===== config.mk =====
export PLATFORM = sky130hd
export DESIGN_NAME = tt_settle_timer
export DESIGN_NICKNAME = d
export VERILOG_FILES = /design/src/rtl/tt_settle_timer.sv
export SDC_FILE = /design/constraint.sdc
export NUM_CORES = 1
export LEC_CHECK = 0
export ABC_AREA = 1
export CORE_AREA = 2 2 39 41
export DETAILED_ROUTE_END_ITERATION = 12
export DIE_AREA = 0 0 41 43
export HOLD_SLACK_MARGIN = 0.06
export PLACE_DENSITY = 0.6
export SLEW_MARGIN = 40
export SYNTH_ARGS = -nofsm -noshare
export SYNTH_HDL_FRONTEND = slang
export SYNTH_SLANG_ARGS = --single-unit

===== constraint.sdc =====
create_clock -name clk -period 2.8 [get_ports clk]
set_input_delay 0.42 -clock clk [delete_from_list [all_inputs] [get_ports clk]]
set_output_delay 0.42 -clock clk [all_outputs]
set_load 0.03 [all_outputs]

===== src/rtl/tt_settle_timer.sv =====
// Loadable up-counter with a terminal-count flag at SETTLE_CYCLES-1.
// Load clears the count and takes priority over the enable.
module tt_settle_timer #(
  parameter int SETTLE_CYCLES = 4
) (
  input  logic clk,
  input  logic rst_n,
  input  logic load,
  input  logic en,
  output logic tc
);

  localparam logic [7:0] TC_VALUE = 8'(SETTLE_CYCLES - 1);

  logic [7:0] count;

  always_ff @(posedge clk or negedge rst_n) begin
    if (!rst_n) begin
      count <= 8'd0;
    end else if (load) begin
      count <= 8'd0;
    end else if (en) begin
      count <= count + 8'd1;
    end
  end

  assign tc = (count == TC_VALUE);

endmodule


==> metrics <==
status=finished clean; critical path, cell by cell=ha_1 -> nand3_1 -> nor4_1 -> clkdlybuf4s50_1; Layout Nets=74; max FFs per register=8; gpl congestion=just under 0.8; clk_lat worst skew=about 270 ps; skew final=approximately 3 ps; Async SR Flop Fraction=100.0%; average cell area after synthesis=around 7.7 um2; CP Launch Type=flop; Crit path buffers/inverters=1; Synth top area share=between 40 and 50%; wire per inst=11.76 um; post-synthesis cell area=462.9 um2; Via density=between 4 and 5; Reg2Reg Depth=6; global-route wire length before repair=roughly 1500 um; period utilization=between 80% and 90%; core area=between 0.001 and 0.0015 mm2; RR Startpoint=count[0]; global route total overflow=0; vias after detailed routing=404; largest fanout on the critical path=5; RSZ-0062 raised after global routing=no; Most flops, register=count; Arr. time, crit path=between 1500 and 2000 ps; sequential element share of the synthesized area=roughly 43%; drt pass-1 iters=4; CTS Hold Bufs=0; largest delay contributor family on the critical path=buffers and inverters; drc violations=0; Multi-input gate area=229.0 um2; CP peak stage delay=710 ps; post-cts sizing count=0; htree depth=1; Starting Density=between 30% and 40%; commonest cells after routing, fill and taps aside=13 x nand2_1, 9 x inv_1, 8 x dfrtp_1, 7 x nor2_1, 6 x nand3_1; Die Y-Extent=between 40 and 50 um; final hold vios=0; worst vdd ir=210.0 uV; detailed-route wire length=between 900 and 1000 um; syn_nets=65; synth-to-layout area growth=17.84%; antenna violations before repair=0; largest net degree at the start of global routing=9; Setup violations, final=0; RR Endpoint=count[6]; Slew headroom=74.90%; flops & latches, synth=8; worst slack, placed=751.9 ps; Largest regs=count (8); HP Class=in -> async; Post-Route Setup TNS=0 ps; Reg area=approximately 200 um2; drt initial violations=16; layout cells sized above 1=between 10% and 20%; row cnt=14; Pleak=0.0002578 uW; number of synthesized flops with an enable pin=0; IO buf count=4; most common cell after layout, fill and taps aside=nand2_1; r2r setup slk=1660 ps; clk sink count=8; Yosys warnings=0; die area=0.001763 mm2; die width=slightly above 40 um; Tightest Pin Transition=about 380 ps; max cap viols=0; I/O Pins=5; WS Path Type=reg -> out; post-route minimum period=between 2000 and 2500 ps; n_diodes=0; CTS clk-pin slew, worst paths=60 ps; Root Buffer Master=clkbuf_4; Post-synth top flop=dfrtp_1; worst-case clock buffer depth=2; Tot GR Track Use=a little over an eighth; Power Density=between 400 and 500 mW/mm2; Final HPWL DP=roughly 710 um; Final Max Slew Viols=0; slowest stage cell, crit path=clkdlybuf4s50_1; Worst Setup End Kind=output pin; Synth area leader=dfrtp_1; Netlist cell types=17; fmax=roughly 0.43 GHz; vias in the first global route=349; CTS tree=yes; slack of the critical path=~460 ps; # Post-CTS Setup Buffers=0; top area cells in the synthesized netlist=dfrtp_1 43%, nand2_1 11%, inv_1 7.3%, nand3_1 6.5%, nor2_1 5.7%; final antenna-violating net count=0; Synth Instances=60; WP data required=roughly 2400 ps; CTS Buf Count=3; number of fillers in the final layout=around 150
[per-layer routing]
layer	GRT usage (%)	up-vias	wire length [um]
met4	12.00	0	44
met1	16.78	182	473
li1	-	209	-
met5	0	-	0
met3	3.141	5	29
met2	17.19	8	427
[synth_stat cells (2+ instances only)]
cell type,count
inv_1,9
nand3_1,6
nand2_1,13
nor2_4,2
o21ai_0,2
nor2_1,7
dfrtp_1,8
a21oi_1,3
nand4_1,2
[metrics by stage]
| step | instance area (um2) | hold slack, ps | cells | util (%) | power, uW |
|---|---|---|---|---|---|
| floorplan | 462.9 | 124.4 | 60 | - | 133.8 |
| global placement | 523.0 | 484.5 | 80 | 37.79 | 145.6 |
| detailed placement | 523.0 | 503.0 | 80 | 37.79 | 146.0 |
| CTS | 545.5 | 452.8 | 83 | 39.42 | 241.5 |
| global route | 545.5 | 479.8 | 83 | 39.42 | 245.2 |
| finish | 545.5 | 432.7 | 83 | 39.42 | 239.0 |
[layout make-up]
type	instances	share of cell area (%)
repair buffers	4	7.339
multi-input cells	43	41.97
well taps	16	3.670
inverters	9	6.193
flip-flops and latches	8	36.70
clock buffers	3	4.128
[where the power goes]
part	switching, uW	leakage (uW)	total (uW)	internal, uW
registers	2.68	0.000110	121	119
clock network	46.0	0.0000138	95.5	49.5
logic	12.9	0.000134	22.3	9.38
[logic make-up after synthesis]
family / Yosys count / synth area share [%]
DFF: 8 / 43.24
and+or+nand+nor: 35 / 37.84
adders and majority gates: 1 / 2.702
buffers and inverters: 9 / 7.297
AOI/OAI and AO/OA: 6 / 7.027
xor gates and xnor gates: 1 / 1.892
[how the worst max path moves through the flow]
stage	startpoint	to	slack, ps	cells after the start
6_report	count[0]	tc	460	4
5_1_grt	count[0]	tc	350	4
4_1_cts	count[0]	tc	450	4
3_5_place_dp	count[0]	tc	750	4
3_3_place_gp	count[0]	tc	800	4
2_1_floorplan	count[0]	tc	810	3
(Power assumes the default switching activity.)
